$ cat src/rtl/irq_pkg.sv
// Shared constants for the external interrupt controller: register map,
// FSM state encoding and STATUS field positions.
package irq_pkg;

    localparam logic [1:0] IRQ_MASK = 2'd0;
    localparam logic [1:0] IRQ_EDGE = 2'd1;
    localparam logic [1:0] IRQ_PEND = 2'd2;
    localparam logic [1:0] IRQ_STAT = 2'd3;

    localparam int STAT_BUSY_BIT = 31;

    typedef enum logic [1:0] {
        ST_IDLE = 2'd0,
        ST_REQ  = 2'd1,
        ST_GAP  = 2'd2
    } irq_state_e;

endpackage

$ cat src/rtl/irq_sync.sv
// Per-line two-flop synchroniser with a third flop that delays the
// synchronised level so a clean single-cycle rise pulse can be derived.
module irq_sync #(
    parameter int W = 8
) (
    input  logic         i_clk,
    input  logic         i_rst_n,
    input  logic [W-1:0] i_async,
    output logic [W-1:0] o_level,
    output logic [W-1:0] o_rise
);

    logic [W-1:0] r_s1;
    logic [W-1:0] r_s2;
    logic [W-1:0] r_s3;

    // Synchroniser chain plus edge-detect delay stage
    always_ff @(posedge i_clk or negedge i_rst_n) begin
        if (!i_rst_n) begin
            r_s1 <= '0;
            r_s2 <= '0;
            r_s3 <= '0;
        end else begin
            r_s1 <= i_async;
            r_s2 <= r_s1;
            r_s3 <= r_s2;
        end
    end

    assign o_level = r_s2;
    assign o_rise  = r_s2 & ~r_s3;

endmodule

$ cat src/rtl/irq_ctrl.sv
// External interrupt controller feeding CP0's rising-edge ir_in: latches and
// masks N lines, arbitrates lowest-index-first, holds the request until ERET.
module irq_ctrl
    import irq_pkg::*;
#(
    parameter int N_IRQ = 8,
    parameter int ID_W  = $clog2(N_IRQ)
) (
    input  logic             clk,
    input  logic             rst,
    input  logic [N_IRQ-1:0] irq_in,
    input  logic             cfg_we,
    input  logic [1:0]       cfg_addr,
    input  logic [31:0]      cfg_wdata,
    output logic [31:0]      cfg_rdata,
    input  logic             eret,
    output logic             ir_out,
    output logic [ID_W-1:0]  cur_id
);

    irq_state_e       r_state;
    irq_state_e       w_state_nxt;
    logic [N_IRQ-1:0] r_mask;
    logic [N_IRQ-1:0] r_edge;
    logic [N_IRQ-1:0] r_pend;
    logic [N_IRQ-1:0] w_pend_nxt;
    logic [N_IRQ-1:0] w_level;
    logic [N_IRQ-1:0] w_rise;
    logic [N_IRQ-1:0] w_wdata;
    logic [N_IRQ-1:0] w_w1c;
    logic [N_IRQ-1:0] w_cap;
    logic [N_IRQ-1:0] w_cand;
    logic [N_IRQ-1:0] w_win_oh;
    logic [ID_W-1:0]  w_winner;
    logic             w_any;
    logic             w_load_id;
    logic             w_ir_nxt;
    logic             w_busy;
    logic             r_ir_out;
    logic [ID_W-1:0]  r_cur_id;
    logic [31:0]      w_stat;

    irq_sync #(.W(N_IRQ)) u_sync (
        .i_clk   (clk),
        .i_rst_n (rst),
        .i_async (irq_in),
        .o_level (w_level),
        .o_rise  (w_rise)
    );

    assign w_wdata = cfg_wdata[N_IRQ-1:0];

    // Software-visible MASK and EDGE configuration registers
    always_ff @(posedge clk or negedge rst) begin
        if (!rst) begin
            r_mask <= '0;
            r_edge <= '0;
        end else if (cfg_we) begin
            case (cfg_addr)
                IRQ_MASK: r_mask <= w_wdata;
                IRQ_EDGE: r_edge <= w_wdata;
                default:  ;
            endcase
        end
    end

    // Priority encoder: isolate the lowest set candidate bit, then encode it
    always_comb begin
        w_cand   = r_pend & r_mask;
        w_win_oh = w_cand & (~w_cand + {{(N_IRQ-1){1'b0}}, 1'b1});
        w_any    = |w_cand;
        w_winner = '0;
        for (int i = 0; i < N_IRQ; i++) begin
            w_winner = w_winner | ({ID_W{w_win_oh[i]}} & ID_W'(i));
        end
    end

    // Pending next-state: a fresh rise on an edge line outranks any clear
    always_comb begin
        w_pend_nxt = r_pend;
        if (cfg_we && (cfg_addr == IRQ_PEND)) begin
            w_w1c = w_wdata;
        end else begin
            w_w1c = '0;
        end
        if (w_load_id) begin
            w_cap = w_win_oh;
        end else begin
            w_cap = '0;
        end
        for (int i = 0; i < N_IRQ; i++) begin
            if (r_edge[i]) begin
                w_pend_nxt[i] = w_rise[i] | (r_pend[i] & ~(w_w1c[i] | w_cap[i]));
            end else begin
                w_pend_nxt[i] = w_level[i];
            end
        end
    end

    // Pending register
    always_ff @(posedge clk or negedge rst) begin
        if (!rst) begin
            r_pend <= '0;
        end else begin
            r_pend <= w_pend_nxt;
        end
    end

    // FSM state register
    always_ff @(posedge clk or negedge rst) begin
        if (!rst) begin
            r_state <= ST_IDLE;
        end else begin
            r_state <= w_state_nxt;
        end
    end

    // FSM next-state logic; GAP always lasts exactly one cycle
    always_comb begin
        w_state_nxt = r_state;
        case (r_state)
            ST_IDLE: begin
                if (w_any) begin
                    w_state_nxt = ST_REQ;
                end else begin
                    w_state_nxt = ST_IDLE;
                end
            end
            ST_REQ: begin
                if (eret) begin
                    w_state_nxt = ST_GAP;
                end else begin
                    w_state_nxt = ST_REQ;
                end
            end
            ST_GAP:  w_state_nxt = ST_IDLE;
            default: w_state_nxt = ST_IDLE;
        endcase
    end

    // FSM output decode, fed into the output registers below
    always_comb begin
        w_busy    = (r_state != ST_IDLE);
        w_ir_nxt  = (w_state_nxt == ST_REQ);
        if (r_state == ST_IDLE) begin
            w_load_id = w_any;
        end else begin
            w_load_id = 1'b0;
        end
    end

    // Registered request line and in-service identifier
    always_ff @(posedge clk or negedge rst) begin
        if (!rst) begin
            r_ir_out <= 1'b0;
            r_cur_id <= '0;
        end else begin
            r_ir_out <= w_ir_nxt;
            if (w_load_id) begin
                r_cur_id <= w_winner;
            end
        end
    end

    assign ir_out = r_ir_out;
    assign cur_id = r_cur_id;

    // Register read mux; unused upper bits read as zero
    always_comb begin
        w_stat                = '0;
        w_stat[STAT_BUSY_BIT] = w_busy;
        w_stat[ID_W-1:0]      = r_cur_id;
        case (cfg_addr)
            IRQ_MASK: cfg_rdata = 32'(r_mask);
            IRQ_EDGE: cfg_rdata = 32'(r_edge);
            IRQ_PEND: cfg_rdata = 32'(r_pend);
            IRQ_STAT: cfg_rdata = w_stat;
            default:  cfg_rdata = 32'd0;
        endcase
    end

endmodule
$ cat config.mk
export PLATFORM = sky130hd
export DESIGN_NAME = irq_ctrl
export DESIGN_NICKNAME = d
export VERILOG_FILES = /design/src/rtl/irq_pkg.sv /design/src/rtl/irq_sync.sv /design/src/rtl/irq_ctrl.sv
export SDC_FILE = /design/constraint.sdc
export NUM_CORES = 1
export LEC_CHECK = 0
export BUFFER_PORTS_ARGS = -buffer_cell sky130_fd_sc_hd__buf_2
export CORE_ASPECT_RATIO = 1.1
export CORE_MARGIN = 2
export CORE_UTILIZATION = 50
export CTS_CLUSTER_DIAMETER = 40
export DETAILED_ROUTE_END_ITERATION = 10
export PLACE_DENSITY = 0.79
export SLEW_MARGIN = 20
export SYNTH_ARGS = -nofsm -noshare
export SYNTH_HDL_FRONTEND = slang
export SYNTH_HIERARCHICAL = 1
export SYNTH_SLANG_ARGS = --single-unit
$ cat constraint.sdc
create_clock -name clk -period 2.01 [get_ports clk]
set_clock_uncertainty 0.2 [all_clocks]
set_input_delay 0.603 -clock clk [delete_from_list [all_inputs] [get_ports clk]]
set_output_delay 0.603 -clock clk [all_outputs]
set_load 0.1 [all_outputs]
==> run summary, run 1 <==
status - finished, violations left
failing checks - negative setup slack
Tot GR Track Use - 0.190
Initial DRC Count - 111
Syn Inst Count - 194
sequential share of the synthesized area - 0.535
Final ANT Viol Nets - 0
Final WS setup - -0.256 ns
first-pass GRT wire length - 7950 um
TritonCTS clock tree - done
drt pass-1 iters - 4
R2R cell count - 5
Worst path top cell family by delay - flip-flops
final worst path period share - 1.13
Top Ports - 82
Die H - 78.6 um
largest net degree at the start of global routing - 31
Slowest cell on crit path - dfrtp_4
crit path max fanout - 2
initial antenna violation count - 0
clk root buf - clkbuf_8
Synth async-reset ratio - 1.00
Peak Freq - 441 MHz
Setup CP Type - reg2out
Final HPWL DP - 3590 um
number of global-route vias before repair - 1634
total number of vias - 1689
CTS H-tree lvls - 2
Max IR drop VDD - 0.619 mV
row count - 27
routability cong. - 0.829
Worst path depth - 2
sequential share of power - 0.355
Post-synth top flop - dfrtp_1
crit path DAT - 1.46 ns
total power - 4.08 mW
Final #Nets - 303
WL final - 4920 um
Crit. End Element - output pin
Yosys reg bits - 54
clock-pin slew on the worst setup and hold paths - 0.09 ns
final core occ - 0.661
gr ovfl total - 0
Logic pwr share - 0.495
Avg Inst Size Synth - 13.0 um^2
Pleak - 1.53 nW
Synth Cell Area - 2530 um^2
RSZ-0062 raised after global routing - true
Core Region - 4930 um^2
Fillers - 351
hold crit path type - in2async
Worst setup SP type - flop
Num CTS Buffers - 5
port buffer count - 34
switching portion of total power - 0.442
Buf/Inv on CP - 1
ANT cells - 0
Int Power - 2.28 mW
Starting Density - 0.512
Power per Cell Area - 1250 nW/um^2
die footprint - 5640 um^2
CTS sink cnt - 54
fin. max-slew vios - 0
setup TNS - -1.87 ns
Switching Power - 1.80 mW
# setup viols final - 9
pre-CTS WS - -0.404 ns
Clk Latency, worst-skew pair - 0.31 ns
Syn. warnings - 6
layout cells sized above 1 - 0.484
Hold-fix buffers, CTS - 0
final worst path period need - 2.27 ns
drt wl/cell - 15.6 um
MaxCap Viol Count - 0
required time worst endpoint - 1.21 ns
Remaining DRCs - 0
crit-path cells - mux4_2 -> buf_6
synth unique cells - 41
endpoints failing hold - 0
Largest stage delay, worst path - 0.48 ns
DIE WIDTH - 71.8 um
Max Buffers Root-to-Sink - 2
DR vias/cell - 5.34
Area growth syn-to-layout - 29.1%
Clk pwr share - 0.150
EDFF count, synth - 0
## routing by layer
layer / vias to the layer above / global-route usage / routed length, um
li1: 773 / - / -
met1: 855 / 0.247 / 2050
met2: 51 / 0.304 / 2520
met3: 10 / 0.0449 / 246
met4: 0 / 0.0792 / 93
met5: - / 0 / 0
## layout by cell type (no fill, tap or decap), types with 3 or more instances in the layout
cell type / n
dfrtp_1: 51
buf_6: 3
mux2_2: 18
conb_1: 23
buf_4: 25
nand2_4: 5
buf_2: 20
mux2i_1: 4
a21oi_1: 6
clkbuf_8: 6
nor2_1: 9
mux4_2: 3
buf_12: 11
nand4_1: 3
o21ai_4: 5
mux2i_2: 3
nand2_1: 12
nor2b_4: 9
## worst register-to-register path, delay by kind of cell (launching register included)
kind	cells	cell delay, ns
AOI/OAI and AO/OA	2	0.55
buffers and inverters	1	0.15
and+or+nand+nor	2	0.38
DFF	1	0.40
## through the flow
stage	hold slack (ns)	area, um^2	std cells
floorplan	0.107	2700	216
global placement	0.132	3000	304
CTS	0.0398	3240	315
finish	0.0304	3260	316
global route	0.0530	3260	316
detailed placement	0.137	3000	304
## synth_stat cells, types with 2 or more instances
cell	instances	share of area
a21oi_1	6	0.012
a221oi_2	2	0.012
mux2_2	18	0.080
o21ai_0	6	0.012
mux2i_1	7	0.028
o21bai_1	2	0.0059
a211o_1	2	0.0069
buf_4	25	0.074
and3_1	2	0.0050
nor2b_1	2	0.0050
mux4_2	2	0.018
nand3_1	2	0.0040
nand2_1	17	0.025
dfrtp_1	54	0.53
nor2_1	9	0.013
a41o_1	2	0.0079
nor2b_4	8	0.044
nand4_1	3	0.0074
inv_1	2	0.0030
a22oi_4	2	0.017
## path summary, 6_finish.rpt
path / from / to / slack [ns]
worst max-delay path: cur_id[2]$_DFFE_PN0P_ / cfg_rdata[2] / -0.26
worst min-delay path: rst / r_edge[3]$_DFFE_PN0P_ / 0.03
max in group asynchronous: rst / u_sync/r_s1[7]$_DFF_PN0_ / 1.06
worst max register to register: r_pend[0]$_DFF_PN0_ / r_pend[7]$_DFF_PN0_ / 0.23
min in group clk: u_sync/r_s1[5]$_DFF_PN0_ / u_sync/o_level[5]$_DFF_PN0_ / 0.15
worst min register to register: u_sync/r_s1[5]$_DFF_PN0_ / u_sync/o_level[5]$_DFF_PN0_ / 0.15
## registers in the layout (all words and copies together), names as in the netlist
name            cells
r_edge              8
r_mask              8
r_pend              8
u_sync/o_level      8
u_sync/r_s1         8
u_sync/r_s3         8
cur_id              3
r_state             2
ir_out              1
## what timing repair did
item	4_1_cts	5_1_grt
endpoints found under the setup margin	11	9
resized for setup	37	3
pin swaps	2	0
cloned	0	0
setup buffers	3	1
## cell families after synthesis
group / Yosys count / share of synthesized area
AO/OA/AOI/OAI: 30 / 0.108
AND/OR/NAND/NOR: 52 / 0.136
flip-flops: 54 / 0.535
multiplexers: 28 / 0.136
other: 1 / 0.00148
buffers and inverters: 29 / 0.0837
## final cells by class
cell class	count	area [um^2]	area share
flip-flops and latches	54	1360	0.416
multi-input cells	133	1160	0.356
clock inverters	1	5.00	0.00153
repair buffers	61	572	0.175
clock buffers	7	86.3	0.0265
inverters	2	7.51	0.00230
well taps	58	72.6	0.0223
## power groups by stage
stage,Clock [mW],Sequential (mW),Combinational [mW]
after floorplan,0,1.76,1.10
after global placement,0,1.44,1.83
after detailed placement,0,1.45,1.86
after CTS,0.631,1.44,2.00
after global routing,0.686,1.47,2.11
final,0.612,1.45,2.02
Power figures use the tool's default switching activity.
==> run 2, diff against run 1 <==
--- a/config.mk
+++ b/config.mk
@@ -7,7 +7,7 @@
 export LEC_CHECK = 0
 export BUFFER_PORTS_ARGS = -buffer_cell sky130_fd_sc_hd__buf_2
 export CORE_ASPECT_RATIO = 1.1
-export CORE_MARGIN = 2
+export CORE_MARGIN = 1.5
 export CORE_UTILIZATION = 50
 export CTS_CLUSTER_DIAMETER = 40
 export DETAILED_ROUTE_END_ITERATION = 10
==> run 2 against run 1 <==
The run still ends with negative setup slack left. Hold slack improved by 0.041 ns. Core utilization rose by 3.3 points. Combinational power barely moved. Setup slack got worse by 0.035 ns. Sequential power barely moved. Critical path depth rose by 4. Global-route usage rose by 0.95 points. Clock power rose by 2%. Count of clock-buffer cells in the layout fell by 1. Via count fell by 0.83%. Critical path type is now in2out. Critical endpoint is now cfg_rdata[7]. Largest power group unchanged.
==> run summary, run 2 (synthesis results as in run 1) <==
Met2 Wirelength - 2600 um (+2.9%)
die footprint - 5490 um^2 (-2.6%)
R2R cell count - 5 (unchanged)
fin area - 3290 um^2 (+1.0%)
required time worst endpoint - 1.21 ns (about the same)
# setup viols final - 9 (unchanged)
total power - 4.08 mW (about the same)
reg2reg end - r_pend[0]$_DFF_PN0_
WHS - 0.0716 ns (+0.0412 ns)
TritonCTS clock tree - done
Setup CP Type - in2out
Placed Cells incl. Taps - 304 (unchanged)
routability cong. - 0.811 (-2.1%)
crit path max fanout - 5 (+3)
CTS H-tree lvls - 2 (unchanged)
Pleak - 1.52 nW (-0.71%)
row count - 26 (-3.7%)
endpoints failing hold - 0 (unchanged)
Num CTS Buffers - 5 (unchanged)
commonest non-fill, non-tap cell in the layout - dfrtp_1
Max IR drop VDD - 0.597 mV (-3.5%)
DIE WIDTH - 70.8 um (-1.4%)
drt pass-1 iters - 4 (unchanged)
gr ovfl total - 0 (unchanged)
Buf/Inv on CP - 4 (+3)
Worst setup SP type - primary input
failing checks - negative setup slack
Max Buffers Root-to-Sink - 2 (unchanged)
crit path DAT - 1.50 ns (+0.04 ns)
most frequent cell on the critical path - buf_12
Core Region - 4750 um^2 (-3.7%)
Hold-fix buffers, CTS - 0 (unchanged)
Peak Freq - 435 MHz (-1.5%)
Largest stage delay, worst path - 0.19 ns (-0.29 ns)
Power per Cell Area - 1240 nW/um^2 (-1.1%)
Worst path top cell family by delay - buffers and inverters
Die H - 77.6 um (-1.3%)
CTS sink cnt - 54 (unchanged)
setup slack, reg-to-reg - 0.16 ns (-0.07 ns)
layout cells sized above 1 - 0.496 (+0.0117)
launch point of the worst path - cfg_addr[0]
drt wl/cell - 15.8 um (+1.9%)
port buffer count - 34 (unchanged)
Slowest cell on crit path - buf_12
status - finished, violations left
first-pass GRT wire length - 8430 um (+6.1%)
Worst path depth - 6 (+4)
largest net degree at the start of global routing - 55 (+77%)
R2R Path Start - r_state[1]$_DFF_PN0_
initial antenna violation count - 0 (unchanged)
Final #Nets - 305 (+0.66%)
met1 wire length - 2050 um (about the same)
clk root buf - clkbuf_8
Placed Area - 3050 um^2 (+1.7%)
Final WS setup - -0.291 ns (-0.0349 ns)
most frequent cells in the layout - 51 x dfrtp_1, 24 x buf_4, 23 x conb_1
clock-pin slew on the worst setup and hold paths - 0.10 ns (about the same)
setup TNS - -2.21 ns (-0.337 ns)
Final ANT Viol Nets - 0 (unchanged)
Non-Filler Instances - 316 (unchanged)
final worst path period share - 1.14 (+0.0174)
Tot GR Track Use - 0.199 (+0.00948)
pre-CTS WS - -0.417 ns (-0.0135 ns)
Remaining DRCs - 0 (unchanged)
DR vias/cell - 5.30 (-0.83%)
number of global-route vias before repair - 1712 (+4.8%)
Area growth syn-to-layout - 30.4%
hold crit path type - in2async
Initial DRC Count - 142 (+28%)
Final HPWL DP - 3510 um (-2.2%)
final worst path period need - 2.30 ns (+0.0349 ns)
crit-path cells - buf_12 -> buf_12 -> buf_12 -> mux2i_4 -> o21ai_4 -> buf_12
total number of vias - 1675 (-0.83%)
final core occ - 0.694 (+0.0325)
routed wl met3 - 255 um (+3.7%)
WL final - 5010 um (+1.9%)
RSZ-0062 raised after global routing - true
fin. max-slew vios - 0 (unchanged)
Top Ports - 82 (unchanged)
ANT cells - 0 (unchanged)
crit path capture - cfg_rdata[7]
MaxCap Viol Count - 0 (unchanged)
Starting Density - 0.532 (+0.0197)
Crit. End Element - output pin
Top Layer Used - met4
Clk Latency, worst-skew pair - 0.31 ns (about the same)
==> run 2: cell count changes in the layout (fill, tap and decap cells not counted), sizes merged <==
cell,previous run,this run
clkbuf,7,6
buf,61,63
clkinvlp,0,1
==> run 2: power by group <==
part | switching, mW | internal, mW | leakage, nW | total (mW)
Combinational | 1.30 | 0.701 | 0.845 | 2.00
Clock | 0.348 | 0.277 | 0.0472 | 0.626
Sequential | 0.164 | 1.28 | 0.630 | 1.45
Total | 1.82 | 2.26 | 1.52 | 4.08
==> run 2: worst register-to-register path: stages, from the launching register on <==
cell and delay (ns):
dfrtp_1 0.40, or2_0 0.30, buf_4 0.20, a41oi_4 0.28, a221oi_2 0.12, a211o_1 0.25
==> run 2: per-layer routing <==
layer	vias up	global-route usage
li1	777	-
met1	836	0.260
met2	53	0.315
met3	9	0.0519
met4	0	0.0849
met5	-	0
==> run 2: repair_timing <==
item,in CTS,in global routing
pin swaps,4,1
cloned,0,0
endpoints found under the setup margin,10,10
resized for setup,27,6
setup buffers,3,1
endpoints found under the hold margin,0,0
==> run 2: cell type report <==
type	instances	area, um^2
timing repair buffer	63	612
sequential	54	1360
fill	330	1460
clock inverter	2	12.5
tap	56	70.1
clock buffer	6	82.6
multi-input combinational	133	1150
inverter	2	7.51
==> run 2: how the worst min path moves through the flow <==
stage                                             end  depth (start not counted)
after floorplan                 cur_id[0]$_DFFE_PN0P_                          0
after global placement    u_sync/o_level[5]$_DFF_PN0_                          0
after detailed placement  u_sync/o_level[5]$_DFF_PN0_                          0
after CTS                 u_sync/o_level[3]$_DFF_PN0_                          2
after global routing            r_edge[0]$_DFFE_PN0P_                          2
final                           r_edge[3]$_DFFE_PN0P_                          2
==> run 3, diff against run 2 <==
--- a/config.mk
+++ b/config.mk
@@ -8,12 +8,11 @@
 export BUFFER_PORTS_ARGS = -buffer_cell sky130_fd_sc_hd__buf_2
 export CORE_ASPECT_RATIO = 1.1
 export CORE_MARGIN = 1.5
-export CORE_UTILIZATION = 50
+export CORE_UTILIZATION = 49
 export CTS_CLUSTER_DIAMETER = 40
 export DETAILED_ROUTE_END_ITERATION = 10
 export PLACE_DENSITY = 0.79
 export SLEW_MARGIN = 20
 export SYNTH_ARGS = -nofsm -noshare
 export SYNTH_HDL_FRONTEND = slang
-export SYNTH_HIERARCHICAL = 1
 export SYNTH_SLANG_ARGS = --single-unit
==> run 3 against run 2 <==
The run still ends with negative setup slack left. Via count increased by 3.6%. Combinational power shrank 2%. Sequential cell count unchanged. Area after synthesis down 7.6%. Largest cell class unchanged. Highest routed layer unchanged.
==> run summary, run 3 <==
Worst path depth - 7 (+1)
post-synthesis compound-gate area fraction - 0.121 (+0.0126)
routability cong. - 0.873 (+7.6%)
fin area - 3180 um^2 (-3.3%)
Syn Inst Count - 191 (-1.5%)
CTS H-tree lvls - 2 (unchanged)
Avg Inst Size Synth - 12.2 um^2 (-6.1%)
Placed Area - 2870 um^2 (-5.8%)
DR vias/cell - 5.31 (about the same)
Area growth syn-to-layout - 36.4%
xor-xnor portion of the synthesized cell area - 0 (unchanged)
Starting Density - 0.505 (-0.0265)
status - finished, violations left
simple-gate share of the synthesized area - 0.0868 (-0.0489)
synth unique cells - 33 (-20%)
CTS sink cnt - 54 (unchanged)
Initial DRC Count - 125 (-12%)
largest area contributor in the netlist - dfrtp_1
most frequent cell on the critical path - buf_12
final worst path period need - 2.24 ns (-0.0589 ns)
DIE WIDTH - 68.8 um (-2.8%)
Core Region - 4620 um^2 (-2.7%)
Post-synth top cells - 54 x dfrtp_1, 25 x nand2_1, 23 x buf_4
Tot GR Track Use - 0.227 (+0.0276)
first-pass GRT wire length - 8450 um (+0.17%)
total number of vias - 1735 (+3.6%)
Syn. warnings - 0 (-6)
share of Yosys cell area claimed by the top area cell type - 0.579 (+0.0439)
Power per Cell Area - 1240 nW/um^2 (+0.59%)
total power - 3.96 mW (-2.8%)
drt pass-1 iters - 4 (unchanged)
drt wl/cell - 16.9 um (+6.5%)
multiplexer share of the synthesized area - 0.128 (-0.00866)
Top Ports - 82 (unchanged)
fin. max-slew vios - 0 (unchanged)
Peak Freq - 446 MHz (+2.6%)
Final WS setup - -0.232 ns (+0.0589 ns)
crit-path cells - buf_12 -> buf_8 -> nor2b_4 -> buf_6 -> nand2_2 -> o21ai_4 -> buf_12
Post-synth top flop - dfrtp_1
initial antenna violation count - 0 (unchanged)
Worst setup SP type - primary input
Slowest cell on crit path - buf_12
Synth async-reset ratio - 1.00 (unchanged)
layout cells sized above 1 - 0.454 (-0.0423)
final worst path period share - 1.12 (-0.0293)
die footprint - 5190 um^2 (-5.5%)
clock-pin slew on the worst setup and hold paths - 0.08 ns (-0.02 ns)
Largest stage delay, worst path - 0.19 ns (about the same)
Non-Filler Instances - 327 (+3.5%)
Yosys reg bits - 54 (unchanged)
Placed Cells incl. Taps - 308 (+1.3%)
RSZ-0062 raised after global routing - true
failing checks - negative setup slack
Clk Latency, worst-skew pair - 0.30 ns (about the same)
largest family of logic cells by synthesized area - multiplexers
endpoints failing hold - 0 (unchanged)
WL final - 5520 um (+10%)
commonest non-fill, non-tap cell in the layout - dfrtp_1
Final ANT Viol Nets - 0 (unchanged)
ANT cells - 0 (unchanged)
Setup CP Type - in2out
Max Buffers Root-to-Sink - 2 (unchanged)
Final #Nets - 316 (+3.6%)
WHS - 0.0791 ns (+0.00750 ns)
MaxCap Viol Count - 0 (unchanged)
Synth Cell Area - 2330 um^2 (-7.6%)
required time worst endpoint - 1.21 ns (about the same)
hold crit path type - in2async
count leader, synth - dfrtp_1
Num CTS Buffers - 5 (unchanged)
sequential share of the synthesized area - 0.579 (+0.0439)
port buffer count - 34 (unchanged)
adder-cell share of the synthesized area - 0 (unchanged)
final core occ - 0.689 (-0.00430)
# setup viols final - 9 (unchanged)
Pleak - 1.51 nW (-0.64%)
pre-CTS WS - -0.423 ns (-0.00608 ns)
largest net degree at the start of global routing - 55 (unchanged)
Final HPWL DP - 3580 um (+2.1%)
Synth area leaders - dfrtp_1 58%, mux2_2 7.7%, buf_4 7.4%, nand2_1 4.0%, mux4_2 2.9%
gr ovfl total - 0 (unchanged)
setup TNS - -1.85 ns (+0.359 ns)
crit path DAT - 1.44 ns (-0.06 ns)
Remaining DRCs - 0 (unchanged)
Max IR drop VDD - 0.697 mV (+17%)
clk root buf - clkbuf_8
Crit. End Element - output pin
most frequent cells in the layout - 51 x dfrtp_1, 41 x buf_4, 23 x conb_1
Worst path top cell family by delay - buffers and inverters
number of global-route vias before repair - 1748 (+2.1%)
Die H - 75.4 um (-2.8%)
R2R cell count - 6 (+1)
TritonCTS clock tree - done
crit path max fanout - 6 (+1)
row count - 26 (unchanged)
EDFF count, synth - 0 (unchanged)
Buf/Inv on CP - 4 (unchanged)
[run 3: cell types whose count changed in the layout (fill, tap and decap cells not counted), moves of 4 or more]
cell,before,now
a22o_1,0,6
nor2_1,9,5
nand2_1,12,20
a21o_1,0,4
buf_4,24,41
nor2b_4,9,1
[run 3: metal layers]
layer	up-vias	share of wire	global-route usage
met5	-	0	0
met4	0	0.018	0.0871
met3	11	0.054	0.0517
li1	790	-	-
met1	870	0.40	0.282
met2	64	0.53	0.386
[run 3: worst paths after layout]
path / startpoint / end / slack, ns
max: cfg_addr[0] / cfg_rdata[6] / -0.23
min: rst / r_edge[1]$_DFFE_PN0P_ / 0.08
max reg2reg: r_pend[0]$_DFF_PN0_ / r_pend[6]$_DFF_PN0_ / 0.04
min reg2reg: u_sync.r_s1[4]$_DFF_PN0_ / u_sync.o_level[4]$_DFF_PN0_ / 0.15
max in group asynchronous: rst / cur_id[1]$_DFFE_PN0P_ / 1.26
min in group clk: u_sync.r_s1[4]$_DFF_PN0_ / u_sync.o_level[4]$_DFF_PN0_ / 0.15
[run 3: power by group]
| part | internal [mW] | total [mW] | switching [mW] |
|---|---|---|---|
| registers | 1.26 | 1.39 | 0.131 |
| clock network | 0.281 | 0.606 | 0.325 |
| logic | 0.700 | 1.96 | 1.26 |
| total | 2.25 | 3.96 | 1.72 |
[run 3: cell type report]
type / count / area, um^2
Inverter: 2 / 7.51
Fill cell: 344 / 1440
Clock buffer: 8 / 90.1
Tap cell: 56 / 70.1
Multi-Input combinational cell: 130 / 986
Sequential cell: 54 / 1360
Timing Repair Buffer: 77 / 676
[run 3: cell families (layout without fill, tap and decap cells)]
family,count (synthesis),in the layout
flip-flops,54,54
other,1,23
AND/OR/NAND/NOR,44,44
buffers and inverters,29,87
multiplexers,24,24
AO/OA/AOI/OAI,39,39
[run 3: worst reg2reg max path, delay by kind of cell (launching register included)]
family / cells / cell delay, ns
buffers and inverters: 2 / 0.33
AOI/OAI and AO/OA: 3 / 0.83
and+or+nand+nor: 1 / 0.09
DFF: 1 / 0.42
[run 3: what timing repair did]
item | 4_1_cts | 5_1_grt
gates resized for setup | 30 | 8
setup endpoints to repair | 10 | 15
setup buffers | 4 | 7
hold buffers | 0 | 0
pin swaps | 2 | 2
